--- src/rtl/im_loader_if.sv ---
// Byte-stream and instruction-memory write signals shared by the boot loader
// and whatever feeds it / consumes its writes.
interface im_loader_if #(
    parameter int AW = 8
);
    logic          rx_valid;
    logic [7:0]    rx_data;
    logic          rx_ready;
    logic          en;
    logic [31:0]   outer_inst;
    logic [AW-1:0] imwaddr;
    logic          core_rst_n;
    logic          done;
    logic          err;
    logic [1:0]    err_code;

    modport master (
        output rx_valid, rx_data,
        input  rx_ready, en, outer_inst, imwaddr, core_rst_n, done, err, err_code
    );

    modport slave (
        input  rx_valid, rx_data,
        output rx_ready, en, outer_inst, imwaddr, core_rst_n, done, err, err_code
    );
endinterface

--- src/rtl/im_loader.sv ---
// Boot-time loader: turns a framed big-endian byte stream into instruction-memory
// writes, checks an XOR checksum and only then lets the CPU core out of reset.
module im_loader #(
    parameter int IM_DEPTH = 256,
    parameter int TIMEOUT  = 1_000_000,
    parameter int AW       = $clog2(IM_DEPTH)
) (
    input  logic       cpu_clk_50M,
    input  logic       cpu_rst_n,
    im_loader_if.slave bus
);
    localparam int TW = $clog2(TIMEOUT + 1);

    typedef enum logic [2:0] {HDR, DATA, CSUM, RUN, ERR} state_e;

    state_e        state_q,    state_d;
    logic          started_q,  started_d;
    logic [15:0]   n_q,        n_d;
    logic [1:0]    byte_cnt_q, byte_cnt_d;
    logic [23:0]   shift_q,    shift_d;
    logic [AW:0]   word_cnt_q, word_cnt_d;
    logic [7:0]    xor_q,      xor_d;
    logic [TW-1:0] tmo_q,      tmo_d;
    logic          en_q,       en_d;
    logic [31:0]   inst_q,     inst_d;
    logic [AW-1:0] waddr_q,    waddr_d;
    logic [1:0]    err_code_q, err_code_d;

    logic        active;
    logic        accept;
    logic [15:0] n_full;

    assign active = (state_q == HDR) || (state_q == DATA) || (state_q == CSUM);
    assign accept = active && bus.rx_valid;
    assign n_full = {n_q[15:8], bus.rx_data};

    always_comb begin
        state_d    = state_q;
        started_d  = started_q;
        n_d        = n_q;
        byte_cnt_d = byte_cnt_q;
        shift_d    = shift_q;
        word_cnt_d = word_cnt_q;
        xor_d      = xor_q;
        tmo_d      = tmo_q;
        en_d       = 1'b0;
        inst_d     = inst_q;
        waddr_d    = waddr_q;
        err_code_d = err_code_q;

        if (accept) begin
            tmo_d = '0;
            case (state_q)
                HDR: begin
                    xor_d = xor_q ^ bus.rx_data;
                    if (!started_q) begin
                        started_d = 1'b1;
                        n_d       = {bus.rx_data, 8'h00};
                    end else begin
                        n_d = n_full;
                        if (n_full == 16'd0 || {16'd0, n_full} > 32'(IM_DEPTH)) begin
                            state_d    = ERR;
                            err_code_d = 2'd1;
                        end else begin
                            state_d = DATA;
                        end
                    end
                end
                DATA: begin
                    xor_d      = xor_q ^ bus.rx_data;
                    shift_d    = {shift_q[15:0], bus.rx_data};
                    byte_cnt_d = byte_cnt_q + 2'd1;
                    if (byte_cnt_q == 2'd3) begin
                        inst_d     = {shift_q, bus.rx_data};
                        waddr_d    = word_cnt_q[AW-1:0];
                        en_d       = 1'b1;
                        word_cnt_d = word_cnt_q + (AW+1)'(1);
                        // n_q was bounded by IM_DEPTH in HDR, so the truncation is exact
                        if (word_cnt_d == n_q[AW:0]) begin
                            state_d = CSUM;
                        end
                    end
                end
                CSUM: begin
                    if (bus.rx_data == xor_q) begin
                        state_d = RUN;
                    end else begin
                        state_d    = ERR;
                        err_code_d = 2'd3;
                    end
                end
                default: ;
            endcase
        end else if (started_q && active) begin
            // A byte arriving on the expiry edge wins, hence this sits in the else
            if (tmo_q == TW'(TIMEOUT - 1)) begin
                state_d    = ERR;
                err_code_d = 2'd2;
            end else begin
                tmo_d = tmo_q + TW'(1);
            end
        end
    end

    always_ff @(posedge cpu_clk_50M) begin
        if (!cpu_rst_n) begin
            state_q    <= HDR;
            started_q  <= 1'b0;
            n_q        <= '0;
            byte_cnt_q <= '0;
            shift_q    <= '0;
            word_cnt_q <= '0;
            xor_q      <= '0;
            tmo_q      <= '0;
            en_q       <= 1'b0;
            inst_q     <= '0;
            waddr_q    <= '0;
            err_code_q <= '0;
        end else begin
            state_q    <= state_d;
            started_q  <= started_d;
            n_q        <= n_d;
            byte_cnt_q <= byte_cnt_d;
            shift_q    <= shift_d;
            word_cnt_q <= word_cnt_d;
            xor_q      <= xor_d;
            tmo_q      <= tmo_d;
            en_q       <= en_d;
            inst_q     <= inst_d;
            waddr_q    <= waddr_d;
            err_code_q <= err_code_d;
        end
    end

    assign bus.rx_ready   = active;
    assign bus.en         = en_q;
    assign bus.outer_inst = inst_q;
    assign bus.imwaddr    = waddr_q;
    assign bus.core_rst_n = (state_q == RUN);
    assign bus.done       = (state_q == RUN);
    assign bus.err        = (state_q == ERR);
    assign bus.err_code   = err_code_q;
endmodule

--- src/flat_wrapper.sv ---
// flat-port wrapper written by rule: the top's interface ports become plain ports
module im_loader_flat 
#(
    parameter int IM_DEPTH = 256,
    parameter int TIMEOUT  = 1_000_000,
    parameter int AW       = $clog2(IM_DEPTH)
)
  (cpu_clk_50M, cpu_rst_n, bus_rx_valid, bus_rx_data, bus_rx_ready, bus_en, bus_outer_inst, bus_imwaddr, bus_core_rst_n, bus_done, bus_err, bus_err_code);
  im_loader_if #(.AW(AW)) bus_i ();
  input  logic cpu_clk_50M;
  input  logic cpu_rst_n;
  input wire logic [$bits(bus_i.rx_valid)-1:0] bus_rx_valid;
  input wire logic [$bits(bus_i.rx_data)-1:0] bus_rx_data;
  output wire logic [$bits(bus_i.rx_ready)-1:0] bus_rx_ready;
  output wire logic [$bits(bus_i.en)-1:0] bus_en;
  output wire logic [$bits(bus_i.outer_inst)-1:0] bus_outer_inst;
  output wire logic [$bits(bus_i.imwaddr)-1:0] bus_imwaddr;
  output wire logic [$bits(bus_i.core_rst_n)-1:0] bus_core_rst_n;
  output wire logic [$bits(bus_i.done)-1:0] bus_done;
  output wire logic [$bits(bus_i.err)-1:0] bus_err;
  output wire logic [$bits(bus_i.err_code)-1:0] bus_err_code;
  assign bus_i.rx_valid = bus_rx_valid;
  assign bus_i.rx_data = bus_rx_data;
  assign bus_rx_ready = bus_i.rx_ready;
  assign bus_en = bus_i.en;
  assign bus_outer_inst = bus_i.outer_inst;
  assign bus_imwaddr = bus_i.imwaddr;
  assign bus_core_rst_n = bus_i.core_rst_n;
  assign bus_done = bus_i.done;
  assign bus_err = bus_i.err;
  assign bus_err_code = bus_i.err_code;
  im_loader #(.IM_DEPTH(IM_DEPTH), .TIMEOUT(TIMEOUT), .AW(AW)) u_core (.cpu_clk_50M(cpu_clk_50M), .cpu_rst_n(cpu_rst_n), .bus(bus_i));
endmodule
--- config.mk ---
export PLATFORM = sky130hd
export DESIGN_NAME = im_loader_flat
export DESIGN_NICKNAME = d
export VERILOG_FILES = /design/src/rtl/im_loader_if.sv /design/src/rtl/im_loader.sv /design/src/flat_wrapper.sv
export SDC_FILE = /design/constraint.sdc
export NUM_CORES = 1
export LEC_CHECK = 0
export BUFFER_PORTS_ARGS = -buffer_cell sky130_fd_sc_hd__clkbuf_2
export CAP_MARGIN = 25
export CORE_MARGIN = 1
export CORE_UTILIZATION = 52
export DETAILED_ROUTE_END_ITERATION = 16
export PLACE_DENSITY = 0.81
export SLEW_MARGIN = 20
export SYNTH_ARGS = -nofsm -noshare
export SYNTH_HDL_FRONTEND = slang
export SYNTH_SLANG_ARGS = --single-unit
export TNS_END_PERCENT = 5
--- constraint.sdc ---
create_clock -name cpu_clk_50M -period 2.1 [get_ports cpu_clk_50M]
set_clock_uncertainty 0.15 [all_clocks]
set_input_delay 0.315 -clock cpu_clk_50M [delete_from_list [all_inputs] [get_ports cpu_clk_50M]]
set_output_delay 0.315 -clock cpu_clk_50M [all_outputs]
set_load 0.1 [all_outputs]
==> results.toml, run 1 <==
[routing]
dr.pass1.iters = 5
vias = 4878
route.detailed.drc = 0
ant_nets = 0
vias_per_cell = 5.456
routed_wl_um = 13080
drt_iter0_markers = 319
wl_per_cell_um = 14.63

[setup_path]
cp-end-kind = "flop"
r2r_start = "u_core.tmo_q[0]"
crit_fanout = 7
slowest_delay_ns = 0.51
crit_start = "u_core.tmo_q[0]"
r2r_cells = 9
cp_top_family = "simple AND/OR/NAND/NOR gates"
reg2reg_to = "u_core.tmo_q[10]"
worst-r2r-setup-slack_ns = -0.04
worst_ep_arrival_time_ns = 2.39
crit_chain = "ha_4, nand2_2, or4_4, buf_6, o211ai_4, or2_0, buf_4, or3_1, a21oi_1"
cp.depth = 9
worstPathRequired_ns = 2.36
cp_num_buf_inv = 2
cpMaxStageDelayCell = "or4_4"
crit_end = "u_core.tmo_q[10]"
startpoint_type = "flop"
path_class = "flop to flop"

[floorplanning]
die_x_um = 102.6
die_h_um = 102.6
num_io_pins = 58
core_mm2 = 0.009774
die-area_mm2 = 0.01054
start_util_pct = 53.89
row_count = 36

[place]
dp_worst_setup_slack_ns = -0.2494
place_area_mm2 = 0.006082
dp_hpwl_um = 8564
globalplace.congestion = 0.8771
io_buffers = 57
dp_cells = 862

[synthesis]
avgSynthCellArea_um2 = 8.054
async_flop_share_pct = 0
synthTopCellsByCount = "nand2_1 (174), dfxtp_1 (126), a21oi_1 (92)"
post-synth-top-area-fraction_pct = 47.89
syn_nets = 668
synth_most_common_cell = "nand2_1"
synth_top_flop_cell = "dfxtp_1"
yosysSeqAreaShare_pct = 47.89
synth_top_cell_by_area = "dfxtp_1"
synth_warnings = 0
syn-cell-area_mm2 = 0.005268
netlist_instances = 654
synth-seq-cells = 126
ys_types = 49
synth.area.top_cells = "dfxtp_1 (48%), nand2_1 (12%), a21oi_1 (8.7%), xnor2_1 (5.8%), nor2_1 (2.7%)"
synth_edf_count = 0

[power_and_ir_drop]
ir_drop_mv = 0.6491
p_per_area_mw_per_mm2 = 858.5
p_leak_nw = 2.520
power.total_mw = 5.756

[sta]
setup-tns-final_ns = -0.09334
whs_ns = 0.04082
period_minus_slack_ns = 2.136
hold_viol_final = 0
slew_headroom_pct = 61.47
slew_viol_final = 0
fmax_mhz = 468.1
rsz0062_at_grt = "true"
fin_crit_sh_pct = 101.7
layout_setup_ws_ns = -0.03642
finalSetupViolations = 5
worst_pin_slew_ns = 0.5805

[clock_tree]
htreeDepth = 4
numCtsBuffers = 17
cts_hold_buf = 0
path_clk_slew_ns = 0.07
clock_path_buffers = 2
clk_latency_ns = 0.53
cts_root_buf = "clkbuf_8"
clock-sinks = 126
cts_tree = "yes"

[global_route]
grt_pass1_vias = 4597
grt_pass1_wl_um = 21580
busiest_layer = "met2"
antenna_found_initial = 0
grt_max_degree = 45
use_met1_pct = 32.95
met2_usage_pct = 44.31
track_usage_pct = 26.51
globalRouteOverflowTotal = 0
gr-usage-met3_pct = 6.441

[cells_and_area]
fin_nets = 762
fin_area_mm2 = 0.006704
drive_gt1_share_pct = 22.60
finalNonFillerCells = 894
diodes = 0
fin_util_pct = 68.59
syn2layout_area_growth_pct = 27.27

[outcome]
status = "finished, violations left"
violations = "negative setup slack"

[hold_path]
hold_class = "input port to flop"

[flow_run]
maxCapViolCount = 0
## worst reg2reg max path, cell delays in order (launching register included)
cell and delay [ns]:
dfxtp_2 0.35, ha_4 0.14, nand2_2 0.05, or4_4 0.51, buf_6 0.15, o211ai_4 0.19, or2_0 0.14, buf_4 0.14
or3_1 0.12, a21oi_1 0.07
## power by group
part / leakage [nW] / internal, mW / switching, mW
combinational: 1.22 / 0.187 / 0.295
sequential: 1.02 / 2.44 / 0.0492
clock: 0.280 / 1.61 / 1.17
total: 2.52 / 4.24 / 1.52
## cell usage in the layout (no fill, tap or decap), drive strengths merged, types with 3 or more instances in the layout
master / instances
nor4: 6
xor2: 13
clkinv: 5
nand2b: 3
nor3: 12
and2: 13
or3: 9
nand2: 174
buf: 63
a21oi: 92
o21ai: 19
nor3b: 3
mux2i: 4
clkbuf: 70
inv: 15
ha: 3
and3: 8
nand3: 20
nor2: 38
xnor2: 35
dfxtp: 126
or4: 4
## metal layers
metal | routed length [um] | vias up
met3 | 791 | 28
met1 | 5480 | 2284
li1 | - | 2377
met5 | 0 | -
met4 | 267 | 0
met2 | 6536 | 189
## final cells by class
class,count,area [um2]
Clock buffer,17,414.1
Clock inverter,15,151.4
Fill cell,750,3070
Inverter,7,26.28
Multi-Input combinational cell,480,2605
Sequential cell,126,2527
Tap cell,133,166.4
Timing Repair Buffer,116,813.3
## worst min-delay path by stage
stage	slack, ns	cells after the start	end	from
2_1_floorplan	0.28	2	u_core.bus.outer_inst[29]	u_core.shift_q[21]
3_3_place_gp	0.29	2	u_core.bus.imwaddr[1]	u_core.bus.imwaddr[1]
3_5_place_dp	0.30	2	u_core.bus.outer_inst[9]	u_core.bus.outer_inst[9]
4_1_cts	0.03	4	u_core.shift_q[5]	bus_rx_data[5]
5_1_grt	0.04	4	u_core.n_q[9]	bus_rx_data[1]
6_report	0.04	4	u_core.shift_q[5]	bus_rx_data[5]
## cells by family after synthesis
family | count (synthesis) | synth area share, %
XOR/XNOR | 48 | 7.981
AND/OR/NAND/NOR | 299 | 25.30
flip-flops | 126 | 47.89
adder cells (fa/ha/maj) | 3 | 0.7127
multiplexers | 4 | 0.7601
AO/OA/AOI/OAI | 126 | 13.61
buffers and inverters | 48 | 3.753
## flip-flops by register name, indices dropped and copies added, names as in the netlist
| signal | flops |
|---|---|
| u_core.bus.err_code | 2 |
| u_core.state_q | 3 |
| u_core.bus.imwaddr | 8 |
| u_core.n_q | 16 |
| u_core.bus.en | 1 |
| u_core.started_q | 1 |
| u_core.tmo_q | 20 |
| u_core.shift_q | 24 |
| u_core.bus.outer_inst | 32 |
| u_core.xor_q | 8 |
| u_core.word_cnt_q | 9 |
| u_core.byte_cnt_q | 2 |
## what timing repair did
item                                    in CTS  in global routing
pin swaps                                    7                  8
resized for setup                            7                 10
buffers inserted                             0                  0
endpoints found under the setup margin      19                 27
No activity file was read; power rests on OpenSTA's default activity.
==> inputs of run 2 (changes only) <==
--- a/config.mk
+++ b/config.mk
@@ -5,12 +5,13 @@
 export SDC_FILE = /design/constraint.sdc
 export NUM_CORES = 1
 export LEC_CHECK = 0
+export ABC_AREA = 1
 export BUFFER_PORTS_ARGS = -buffer_cell sky130_fd_sc_hd__clkbuf_2
 export CAP_MARGIN = 25
 export CORE_MARGIN = 1
-export CORE_UTILIZATION = 52
+export CORE_UTILIZATION = 58
 export DETAILED_ROUTE_END_ITERATION = 16
-export PLACE_DENSITY = 0.81
+export PLACE_DENSITY = 0.85
 export SLEW_MARGIN = 20
 export SYNTH_ARGS = -nofsm -noshare
 export SYNTH_HDL_FRONTEND = slang
==> constraint.sdc (replaced) <==
create_clock -name cpu_clk_50M -period 2.2 [get_ports cpu_clk_50M]
set_clock_uncertainty 0.15 [all_clocks]
set_input_delay 0.33 -clock cpu_clk_50M [delete_from_list [all_inputs] [get_ports cpu_clk_50M]]
set_output_delay 0.33 -clock cpu_clk_50M [all_outputs]
set_load 0.1 [all_outputs]
==> results.toml, run 2 <==
[outcome]
status = "finished, final reports clean"

[cells_and_area]
largest_reg_flops = 32
fin_util_pct = 72.01
fin_nets = 797
mostFrequentLayoutCell = "nand2_1"
syn2layout_area_growth_pct = 18.18
final_cell_mix = "nand2_1 (128), dfxtp_1 (126), a21oi_1 (88), o21ai_0 (79), nor2_1 (75)"
nFillCells = 641
drive_gt1_share_pct = 17.71
diodes = 0

[power_and_ir_drop]
power.total_mw = 5.952
p_leak_nw = 2.672
p_per_area_mw_per_mm2 = 929.6
ir_drop_mv = 0.7119

[global_route]
antenna_found_initial = 0
globalRouteOverflowTotal = 0
grt_pass1_vias = 4774
grt_max_degree = 45
track_usage_pct = 28.52
grt_pass1_wl_um = 22150

[clock_tree]
cts_setup_buffers = 0
clock-sinks = 126
cts_tree = "yes"
clk_latency_ns = 0.52
path_clk_slew_ns = 0.06
cts_root_buf = "clkbuf_8"
numCtsBuffers = 17
htreeDepth = 4
clock_path_buffers = 2

[synthesis]
netlist_instances = 723
synthTopCellsByCount = "nand2_1 (128), dfxtp_1 (126), a21oi_1 (88)"
synth.area.top_cells = "dfxtp_1 (47%), nand2_1 (8.9%), a21oi_1 (8.1%), o21ai_0 (7.3%), nor2_1 (5.2%)"
post-synth-top-area-fraction_pct = 46.56
synth_edf_count = 0
syn_nets = 737
synth_top_cell_by_area = "dfxtp_1"
synth_warnings = 0
avgSynthCellArea_um2 = 7.493
synth_top_flop_cell = "dfxtp_1"
async_flop_share_pct = 0
synth_most_common_cell = "nand2_1"
ys_types = 35
yosysSeqAreaShare_pct = 46.56
syn-cell-area_mm2 = 0.005418
synth-seq-cells = 126

[hold_path]
min_path_cells = 3
min_to = "u_core.bus.outer_inst[2]"
hold_class = "input port to flop"
holdCritStartpoint = "bus_rx_data[2]"

[sta]
fin_crit_sh_pct = 97.31
slew_viol_final = 0
worst_pin_slew_ns = 0.5606
hold_viol_final = 0
rsz0062_at_grt = "true"
slew_headroom_pct = 62.58
finalSetupViolations = 0
period_minus_slack_ns = 2.141
fmax_mhz = 467.1

[floorplanning]
row_count = 34
start_util_pct = 60.93
die_x_um = 98.65
die-area_mm2 = 0.009732
num_io_pins = 58
core_mm2 = 0.008891
die_h_um = 98.65

[setup_path]
cp-end-kind = "output port"
path_class = "flop to output port"
r2r_start = "u_core.state_q[2]"
worst_ep_arrival_time_ns = 1.66
worst-r2r-setup-slack_ns = 0.23
startpoint_type = "flop"
reg2reg_to = "u_core.bus.err_code[0]"
worstPathRequired_ns = 1.72
r2r_cells = 9
crit_fanout = 6

[routing]
ant_nets = 0
drt_iter0_markers = 329
routed_wl_um = 13010
wl_per_cell_um = 14.39
dr.pass1.iters = 5
vias_per_cell = 5.617
route.detailed.drc = 0
vias = 5078

[flow_run]
maxCapViolCount = 0

[place]
dp_hpwl_um = 8732
globalplace.congestion = 0.9514
io_buffers = 57
[run 2: changes by cell type after synthesis, moves of 20 or more]
cell | previous run | this run
inv_1 | 6 | 62
nand3_1 | 19 | 39
o21ai_0 | 18 | 79
xnor2_1 | 35 | 6
nand2_1 | 174 | 128
nor2_1 | 38 | 75
[run 2: critical path, cell delays in order (launching register included)]
cell and delay (ns):
dfxtp_1 0.47, inv_1 0.14, nor3_2 0.21, buf_4 0.32
[run 2: per-layer routing]
metal	wire, um	vias to the layer above	global-route usage, %
met2	6365	190	47.72
li1	-	2509	-
met3	833	27	7.872
met4	306	0	12.51
met5	0	-	0
met1	5502	2352	34.46
[run 2: repair_timing]
action	in CTS	in global routing
endpoints found under the hold margin	4	0
hold buffers	4	0
pin swaps	0	0
setup endpoints to repair	2	3
gates resized for setup	2	3
[run 2: stage by stage]
stage	hold WS [ns]	TNS (ns)	cell area, um2	worst slack, ns	instances
final	0.02530	0	6402	0.05927	904
after global routing	0.02131	-0.01817	6402	-0.009750	904
after CTS	0.006382	0	6402	0.01560	904
after detailed placement	0.3017	0	5784	0.2483	868
after global placement	0.2861	0	5784	0.2913	868
after floorplan	0.2790	-4.816	5428	-0.5206	723
[run 2: kinds of logic after synthesis]
family / share of synthesized area (%)
simple gates: 24.94
xor+xnor: 2.748
flops: 46.56
buf+inv: 8.060
fa+ha+maj: 0.6929
compound gates: 17.00
[run 2: area by class of cell]
type,instances,area (um2),share of cell area [%]
inverter,72,270.3,4.221
tap,108,135.1,2.111
sequential,126,2522,39.40
timing repair buffer,73,432.9,6.762
clock buffer,18,427.9,6.684
multi-input combinational,493,2469,38.56
clock inverter,14,145.1,2.267
[run 2: worst max-delay path by stage]
stage                           start                endpoint  slack (ns)  cells past startpoint
floorplan           u_core.state_q[0]                bus_done       -0.52                      3
global placement    u_core.state_q[1]  u_core.bus.err_code[1]        0.29                     10
detailed placement  u_core.state_q[1]  u_core.bus.err_code[0]        0.25                      9
CTS                 u_core.state_q[0]          bus_core_rst_n        0.02                      3
global route        u_core.state_q[0]                bus_done       -0.01                      3
finish              u_core.state_q[0]          bus_core_rst_n        0.06                      3
[run 2: report_power, final]
group	switching [mW]	internal, mW
combinational	0.545	0.205
sequential	0.0882	2.42
clock	1.13	1.57
total	1.76	4.19
